## src/rtl/obstacle_scroller_if.sv

```systemverilog
// Signal bundle between the game FSM / renderer side (master) and the
// obstacle scroller (slave).
interface obstacle_scroller_if #(
  parameter int NUM_PIPES = 3,
  parameter int XW        = 11
);
  logic [2:0]              status;
  logic                    pause;
  logic [2:0]              pipe_cnt;
  logic [NUM_PIPES-1:0]    pipe_valid;
  logic [NUM_PIPES*XW-1:0] oxbuf;
  logic [NUM_PIPES*XW-1:0] oybuf;
  logic                    pass_pulse;
  logic [15:0]             score;
  logic [3:0]              cur_shift;

  modport master (
    output status, pause,
    input  pipe_cnt, pipe_valid, oxbuf, oybuf, pass_pulse, score, cur_shift
  );

  modport slave (
    input  status, pause,
    output pipe_cnt, pipe_valid, oxbuf, oybuf, pass_pulse, score, cur_shift
  );
endinterface

```

## src/rtl/obstacle_scroller.sv

```systemverilog
// Scrolling pipe queue: spawns at the right edge, scrolls left each frame tick,
// retires off-screen pipes, counts passes. Define DIFFICULTY_RAMP_EN for speed ramp.
module obstacle_scroller #(
  parameter int NUM_PIPES  = 3,
  parameter int XW         = 11,
  parameter int SCREEN_W   = 640,
  parameter int SPACING    = 250,
  parameter int PIPE_W     = 70,
  parameter int PASS_X     = 90,
  parameter int SHIFT      = 4,
  parameter int SHIFT_MAX  = 8,
  parameter int RAMP_EVERY = 5,
  parameter int GAP_MIN    = 100,
  parameter int GAP_STEP   = 20,
  parameter int GAP_LEVELS = 9
) (
  input  logic               clock_div,
  input  logic               reset,
  obstacle_scroller_if.slave bus
);

  localparam logic signed [XW-1:0] X_ZERO      = '0;
  localparam logic signed [XW-1:0] SPAWN_X     = XW'(SCREEN_W);
  localparam logic signed [XW-1:0] SPAWN_LIMIT = XW'(SCREEN_W - SPACING);
  localparam logic signed [XW-1:0] PIPE_W_S    = XW'(PIPE_W);
  localparam logic signed [XW-1:0] PASS_X_S    = XW'(PASS_X);
  localparam logic [2:0]           MAX_CNT     = 3'(NUM_PIPES);
  localparam logic [7:0]           LFSR_SEED   = 8'hB5;
  localparam logic signed [XW-1:0] GAP_SEED    =
    XW'(GAP_MIN + (int'(LFSR_SEED) % GAP_LEVELS) * GAP_STEP);
  // An inconsistent speed configuration falls back to a 1-pixel step so it shows on screen.
  localparam bit CFG_OK = (NUM_PIPES >= 1) && (NUM_PIPES <= 7) && (SHIFT <= SHIFT_MAX) &&
                          (SHIFT_MAX <= 15) && (RAMP_EVERY >= 1);
  localparam logic [3:0] SHIFT_INIT = CFG_OK ? 4'(SHIFT) : 4'd1;

  logic [7:0]           r_lfsr;
  logic signed [XW-1:0] r_rand_pos;
  logic signed [XW-1:0] r_x [NUM_PIPES];
  logic signed [XW-1:0] r_y [NUM_PIPES];
  logic [NUM_PIPES-1:0] r_valid;
  logic [2:0]           r_cnt;
  logic                 r_pass;
  logic [15:0]          r_score;
  logic [3:0]           r_shift;
`ifdef DIFFICULTY_RAMP_EN
  localparam logic [3:0]  SHIFT_CEIL = 4'(SHIFT_MAX);
  localparam logic [15:0] RAMP_LAST  = 16'(RAMP_EVERY - 1);
  logic [15:0]          r_ramp_cnt;
`endif

  logic signed [XW-1:0] w_gap;
  logic signed [XW-1:0] w_step;
  logic signed [XW-1:0] w_x0_moved;
  logic signed [XW-1:0] w_last_x;
  logic                 w_retire;
  logic                 w_spawn;
  logic                 w_pass;
  logic [2:0]           w_spawn_idx;
  logic [2:0]           w_cnt_next;
  logic signed [XW-1:0] w_x_next [NUM_PIPES];
  logic signed [XW-1:0] w_y_next [NUM_PIPES];
  logic [NUM_PIPES-1:0] w_valid_next;

  assign w_gap      = XW'(GAP_MIN + (int'(r_lfsr) % GAP_LEVELS) * GAP_STEP);
  assign w_step     = signed'({{(XW-4){1'b0}}, r_shift});
  assign w_x0_moved = r_x[0] - w_step;

  always_comb begin
    w_last_x = X_ZERO;
    for (int i = 0; i < NUM_PIPES; i++) begin
      if (r_cnt == 3'(i + 1)) w_last_x = r_x[i];
    end
  end

  // All decisions look at the pre-move registered positions.
  assign w_retire    = r_valid[0] && ((r_x[0] + PIPE_W_S) <= X_ZERO);
  assign w_spawn     = (r_cnt == 3'd0) || ((r_cnt < MAX_CNT) && (w_last_x < SPAWN_LIMIT));
  assign w_pass      = r_valid[0] && (r_x[0] >= PASS_X_S) && (w_x0_moved < PASS_X_S);
  assign w_spawn_idx = w_retire ? (r_cnt - 3'd1) : r_cnt;
  assign w_cnt_next  = r_cnt + {2'b00, w_spawn} - {2'b00, w_retire};

  genvar gi;
  generate
    for (gi = 0; gi < NUM_PIPES; gi++) begin : g_slot
      logic signed [XW-1:0] w_src_x;
      logic signed [XW-1:0] w_src_y;
      logic                 w_src_v;
      logic                 w_take_new;

      if (gi == NUM_PIPES - 1) begin : g_top
        assign w_src_x = w_retire ? X_ZERO : r_x[gi];
        assign w_src_y = w_retire ? X_ZERO : r_y[gi];
        assign w_src_v = w_retire ? 1'b0   : r_valid[gi];
      end else begin : g_mid
        assign w_src_x = w_retire ? r_x[gi+1]     : r_x[gi];
        assign w_src_y = w_retire ? r_y[gi+1]     : r_y[gi];
        assign w_src_v = w_retire ? r_valid[gi+1] : r_valid[gi];
      end

      assign w_take_new       = w_spawn && (w_spawn_idx == 3'(gi));
      assign w_valid_next[gi] = w_take_new | w_src_v;
      assign w_x_next[gi]     = w_take_new ? SPAWN_X :
                                (w_src_v ? (w_src_x - w_step) : X_ZERO);
      assign w_y_next[gi]     = w_take_new ? r_rand_pos : (w_src_v ? w_src_y : X_ZERO);

      assign bus.oxbuf[gi*XW +: XW] = r_x[gi];
      assign bus.oybuf[gi*XW +: XW] = r_y[gi];
    end
  endgenerate

  always_ff @(posedge clock_div or negedge reset) begin
    if (!reset) begin
      r_lfsr     <= LFSR_SEED;
      r_rand_pos <= GAP_SEED;
      for (int i = 0; i < NUM_PIPES; i++) begin
        r_x[i] <= X_ZERO;
        r_y[i] <= X_ZERO;
      end
      r_valid    <= '0;
      r_cnt      <= 3'd0;
      r_pass     <= 1'b0;
      r_score    <= 16'd0;
      r_shift    <= SHIFT_INIT;
`ifdef DIFFICULTY_RAMP_EN
      r_ramp_cnt <= 16'd0;
`endif
    end else begin
      r_lfsr     <= {r_lfsr[3] ^ r_lfsr[5], r_lfsr[7:1]};
      r_rand_pos <= w_gap;
      r_pass     <= 1'b0;
      if (bus.status == 3'd2) begin
        if (!bus.pause) begin
          for (int i = 0; i < NUM_PIPES; i++) begin
            r_x[i] <= w_x_next[i];
            r_y[i] <= w_y_next[i];
          end
          r_valid <= w_valid_next;
          r_cnt   <= w_cnt_next;
          if (w_pass) begin
            r_pass <= 1'b1;
            if (r_score != 16'hFFFF) begin
              r_score <= r_score + 16'd1;
`ifdef DIFFICULTY_RAMP_EN
              // The counter tracks score modulo RAMP_EVERY so no divider is needed.
              if (r_ramp_cnt == RAMP_LAST) begin
                r_ramp_cnt <= 16'd0;
                if (r_shift < SHIFT_CEIL) r_shift <= r_shift + 4'd1;
              end else begin
                r_ramp_cnt <= r_ramp_cnt + 16'd1;
              end
`endif
            end
          end
        end
      end else begin
        for (int i = 0; i < NUM_PIPES; i++) begin
          r_x[i] <= X_ZERO;
          r_y[i] <= X_ZERO;
        end
        r_valid <= '0;
        r_cnt   <= 3'd0;
        r_shift <= SHIFT_INIT;
        if (bus.status == 3'd0) begin
          r_score    <= 16'd0;
`ifdef DIFFICULTY_RAMP_EN
          r_ramp_cnt <= 16'd0;
`endif
        end
      end
    end
  end

  assign bus.pipe_cnt   = r_cnt;
  assign bus.pipe_valid = r_valid;
  assign bus.pass_pulse = r_pass;
  assign bus.score      = r_score;
  assign bus.cur_shift  = r_shift;

endmodule

```

## src/flat_wrapper.sv

```systemverilog
// flat-port wrapper written by rule: the top's interface ports become plain ports
module obstacle_scroller_flat 
#(
  parameter int NUM_PIPES  = 3,
  parameter int XW         = 11,
  parameter int SCREEN_W   = 640,
  parameter int SPACING    = 250,
  parameter int PIPE_W     = 70,
  parameter int PASS_X     = 90,
  parameter int SHIFT      = 4,
  parameter int SHIFT_MAX  = 8,
  parameter int RAMP_EVERY = 5,
  parameter int GAP_MIN    = 100,
  parameter int GAP_STEP   = 20,
  parameter int GAP_LEVELS = 9
)
  (clock_div, reset, bus_status, bus_pause, bus_pipe_cnt, bus_pipe_valid, bus_oxbuf, bus_oybuf, bus_pass_pulse, bus_score, bus_cur_shift);
  obstacle_scroller_if #(.NUM_PIPES(NUM_PIPES), .XW(XW)) bus_i ();
  input  logic clock_div;
  input  logic reset;
  input wire logic [$bits(bus_i.status)-1:0] bus_status;
  input wire logic [$bits(bus_i.pause)-1:0] bus_pause;
  output wire logic [$bits(bus_i.pipe_cnt)-1:0] bus_pipe_cnt;
  output wire logic [$bits(bus_i.pipe_valid)-1:0] bus_pipe_valid;
  output wire logic [$bits(bus_i.oxbuf)-1:0] bus_oxbuf;
  output wire logic [$bits(bus_i.oybuf)-1:0] bus_oybuf;
  output wire logic [$bits(bus_i.pass_pulse)-1:0] bus_pass_pulse;
  output wire logic [$bits(bus_i.score)-1:0] bus_score;
  output wire logic [$bits(bus_i.cur_shift)-1:0] bus_cur_shift;
  assign bus_i.status = bus_status;
  assign bus_i.pause = bus_pause;
  assign bus_pipe_cnt = bus_i.pipe_cnt;
  assign bus_pipe_valid = bus_i.pipe_valid;
  assign bus_oxbuf = bus_i.oxbuf;
  assign bus_oybuf = bus_i.oybuf;
  assign bus_pass_pulse = bus_i.pass_pulse;
  assign bus_score = bus_i.score;
  assign bus_cur_shift = bus_i.cur_shift;
  obstacle_scroller #(.NUM_PIPES(NUM_PIPES), .XW(XW), .SCREEN_W(SCREEN_W), .SPACING(SPACING), .PIPE_W(PIPE_W), .PASS_X(PASS_X), .SHIFT(SHIFT), .SHIFT_MAX(SHIFT_MAX), .RAMP_EVERY(RAMP_EVERY), .GAP_MIN(GAP_MIN), .GAP_STEP(GAP_STEP), .GAP_LEVELS(GAP_LEVELS)) u_core (.clock_div(clock_div), .reset(reset), .bus(bus_i));
endmodule
```

## config.mk

```make
export PLATFORM = sky130hd
export DESIGN_NAME = obstacle_scroller_flat
export DESIGN_NICKNAME = d
export VERILOG_FILES = /design/src/rtl/obstacle_scroller_if.sv /design/src/rtl/obstacle_scroller.sv /design/src/flat_wrapper.sv
export SDC_FILE = /design/constraint.sdc
export NUM_CORES = 1
export LEC_CHECK = 0
export CAP_MARGIN = 5
export CORE_ASPECT_RATIO = 0.7
export CORE_MARGIN = 1
export CORE_UTILIZATION = 52
export CTS_BUF_LIST = sky130_fd_sc_hd__clkbuf_2 sky130_fd_sc_hd__clkbuf_4 sky130_fd_sc_hd__clkbuf_8
export DETAILED_ROUTE_END_ITERATION = 6
export PLACE_DENSITY = 0.87
export SLEW_MARGIN = 20
export SYNTH_ARGS = -nofsm -noshare
export SYNTH_HDL_FRONTEND = slang
export SYNTH_SLANG_ARGS = --single-unit
```

## constraint.sdc

```tcl
create_clock -name clock_div -period 7.5 [get_ports clock_div]
set_input_delay 1.5 -clock clock_div [delete_from_list [all_inputs] [get_ports clock_div]]
set_output_delay 1.5 -clock clock_div [all_outputs]
set_load 0.01 [all_outputs]
```

==> summary.txt <==
Status
  • Outcome: complete, no violations

Floorplan
  • Row count: 35
  • Die area: 14300 µm²
  • Initial Utilization: 0.538
  • Die X: between 100 and 150 µm
  • DIE HEIGHT: roughly 100 µm
  • Boundary Pins: 99
  • Core area: 13300 µm²

Synthesis
  • Top-count cell post-synth: dfrtp_1
  • Library cells used by synthesis: a little over 90
  • Yosys top cell by area: dfrtp_1
  • Post-synth EDFFs: 0
  • Dominant cells by area after synthesis: dfrtp_1 30%, ha_1 5.2%, a21oi_1 4.7%
  • Dominant synthesized flop cell: dfrtp_1
  • Async S/R FF share, synth: 1.00
  • Total of warnings raised by yosys: 0
  • Post-Syn Instances: 846
  • Post-synth top area share: 0.304
  • Synthesized area: 7170 µm²
  • Syn_area_per_cell: 8.47 µm²
  • Register area share after synthesis: 0.337
  • Synthesis-stage register bit count: 96
  • Post-synth top cells: 87 x dfrtp_1, 80 x nor2_1, 76 x nand2_1

STA
  • Slew HR: 0.360
  • Clk_skew: 0.0158 ns
  • Max Transition Viols Final: 0
  • Final period utilization: 0.970
  • Fmax: 137 MHz
  • Minimum clock period: 7.28 ns
  • Final Hold Viols: 0
  • Final setup vio count: 0
  • Tightest Pin Transition: ~0.96 ns
  • Setup_tns: 0 ns

Cells and area
  • Fillers: 1079
  • Area Growth Syn to Fin: 19.1%
  • Multi-input gate area: 4490 µm²
  • Post-Route Utilization: 0.641
  • Share of layout cells above drive strength 1: 0.113
  • NumNets Final: ~960
  • Ant. Diodes: 0
  • Register area: 2410 µm²

Power
  • Reg power frac: 0.546
  • Pwr Total: about 0.00096 W
  • Int Power: approximately 0.00070 W
  • Worst VDD drop: 88.7 µV
  • Comb power frac: 0.054
  • Psw: 0.000259 W
  • Sw Ratio: 0.270
  • Static leakage power: 3.65 nW
  • Clock Power Share: 0.400
  • Cell Pwr Density: 112 nW/µm²

Global route
  • Met1 Usage GRT: 0.431
  • M2 GR Usage: 0.444
  • GR peak layer: met2
  • Largest net degree at the start of global routing: 76
  • Global-route wire length before repair: about 33000 µm
  • Initial antenna violation count: 0
  • GRT Total Usage: 0.293
  • Met3 Track Usage GR: 0.0534
  • Grt ovf: 0
  • Vias in the first global route: 6515

Place
  • GPL Wtd Cong: slightly below 1
  • HPWL after detailed placement: 14200 µm
  • Port bufs: 86

Clocking
  • TritonCTS clock tree: done
  • CTS Buf Count: 9
  • Root buffer cell: clkbuf_8
  • Clk pin slew, worst setup/hold paths: 0.11 ns
  • # hold bufs at CTS: 0
  • Worst-Skew Late Latency: 0.39 ns
  • Clock Tree Buf Depth: 2
  • H-tree lvl count: 3
  • Clock Sinks: 96

Routing
  • Average wire per standard cell: 18.3 µm
  • Vias/cell: 6.26
  • Via Count: roughly 7000
  • Drt total wl: 20400 µm
  • DR pass1 iterations: 5
  • Initial drt markers: 900
  • Final ANT Viol Nets: 0
  • DR DRC count: 0

Worst setup path
  • Flop-to-flop setup slack: 0.22 ns
  • CP Launch Point: u_core.r_lfsr[7]
  • CP Data Arrival Time: around 7.6 ns
  • CP Data Required Time: 7.81 ns
  • Critical Path Most Common Cell: xnor2_1
  • Startpoint types: register
  • Worst R2R Path Depth: 34
  • Slowest stage delay, CP: around 0.68 ns
  • R2r endpoint: u_core.r_rand_pos[10]
  • Crit Path Category: register to register
  • Crit-path slowest cell: dfstp_2
  • CP Capture Type: register
  • Crit-path max FO: 13
  • Worst r2r src: u_core.r_lfsr[7]

Hold path
  • Min-delay worst type: register to register
  • Hold path depth: 2
  • Hold EP: u_core.bus.oybuf[3]
  • Hold Crit Start: u_core.bus.oybuf[3]

Flow run
  • Max_cap viols: 0
[area by class of cell]
class	count	area share
Multi-Input combinational cell	679	0.527
Sequential cell	96	0.283
Timing Repair Buffer	116	0.127
Tap cell	185	0.0271
Clock buffer	9	0.0145
Clock inverter	7	0.0114
Inverter	24	0.0106
[flip-flops by register name, indices dropped and copies added, names as in the netlist]
signal and count:
u_core.r_lfsr 8, u_core.bus.oybuf 27, u_core.bus.score 16, u_core.bus.pipe_valid 3
u_core.bus.oxbuf 29, u_core.r_rand_pos 9, u_core.bus.pass_pulse 1, u_core.bus.pipe_cnt 3
[routing by layer]
layer	wire length (µm)	up-vias
met4	286	0
met3	1920	36
met2	9050	381
li1	-	3224
met1	9130	3350
met5	0	-
[cell families (layout without fill, tap and decap cells)]
group | after synthesis | after routing | synth area share
AND/OR/NAND/NOR | 309 | 309 | 0.218
AO/OA/AOI/OAI | 257 | 257 | 0.248
flip-flops | 96 | 96 | 0.337
buffers and inverters | 81 | 156 | 0.0513
XOR/XNOR | 56 | 56 | 0.0684
adder cells (fa/ha/maj) | 34 | 34 | 0.0608
multiplexers | 11 | 11 | 0.0155
other | 2 | 12 | 0.00105
[placed cells by master (no fill, tap or decap), drive strengths merged, types with 30 or more instances in the layout]
master / instances
o21ai: 54
xor2: 31
nor2: 80
ha: 30
buf: 31
nor3: 38
a21oi: 70
clkdlybuf4s50: 85
nand2: 76
dfrtp: 87
[timing repair]
action | 4_1_cts | 5_1_grt
gates resized for setup | 5 | 15
endpoints found under the hold margin | 0 | 0
pin swaps | 1 | 15
gates cloned | 0 | 0
setup endpoints to repair | 1 | 1
buffers inserted | 1 | 8
[power by group through the flow]
stage | logic (W) | registers, W | clock network (W)
floorplan | 0.0000304 | 0.000533 | 0
global placement | 0.0000502 | 0.000533 | 0
detailed placement | 0.0000515 | 0.000533 | 0
CTS | 0.0000519 | 0.000524 | 0.000386
global route | 0.0000581 | 0.000524 | 0.000406
finish | 0.0000519 | 0.000524 | 0.000384
[critical path, delay by kind of cell (launching register included)]
kind                       cells  cell delay (ns)
AOI/OAI and AO/OA              7             1.42
xor gates and xnor gates       9             1.38
adders and majority gates      6             1.56
buffers and inverters          3             0.50
DFF                            1             0.68
and+or+nand+nor                9             1.63
[stage by stage]
step / hold WS (ns) / instances / setup WS [ns] / instance area (µm²)
after detailed placement: 0.468 / 1091 / -0.0904 / 8170
after global placement: 0.467 / 1091 / 0.236 / 8170
after global routing: 0.511 / 1116 / -0.0551 / 8530
after CTS: 0.494 / 1108 / 0.0194 / 8420
final: 0.492 / 1116 / 0.223 / 8530
after floorplan: 0.388 / 856 / 0.0650 / 7200
[how the worst max path moves through the flow]
| stage | endpoint | slack, ns | cells after the start |
|---|---|---|---|
| 2_1_floorplan | u_core.r_rand_pos[10] | 0.06 | 33 |
| 4_1_cts | u_core.r_rand_pos[10] | 0.02 | 37 |
| 3_5_place_dp | u_core.r_rand_pos[10] | -0.09 | 34 |
| 5_1_grt | u_core.r_rand_pos[10] | -0.06 | 33 |
| 3_3_place_gp | u_core.r_rand_pos[10] | 0.24 | 34 |
| 6_report | u_core.r_rand_pos[10] | 0.22 | 34 |
Power figures use the tool's default switching activity.
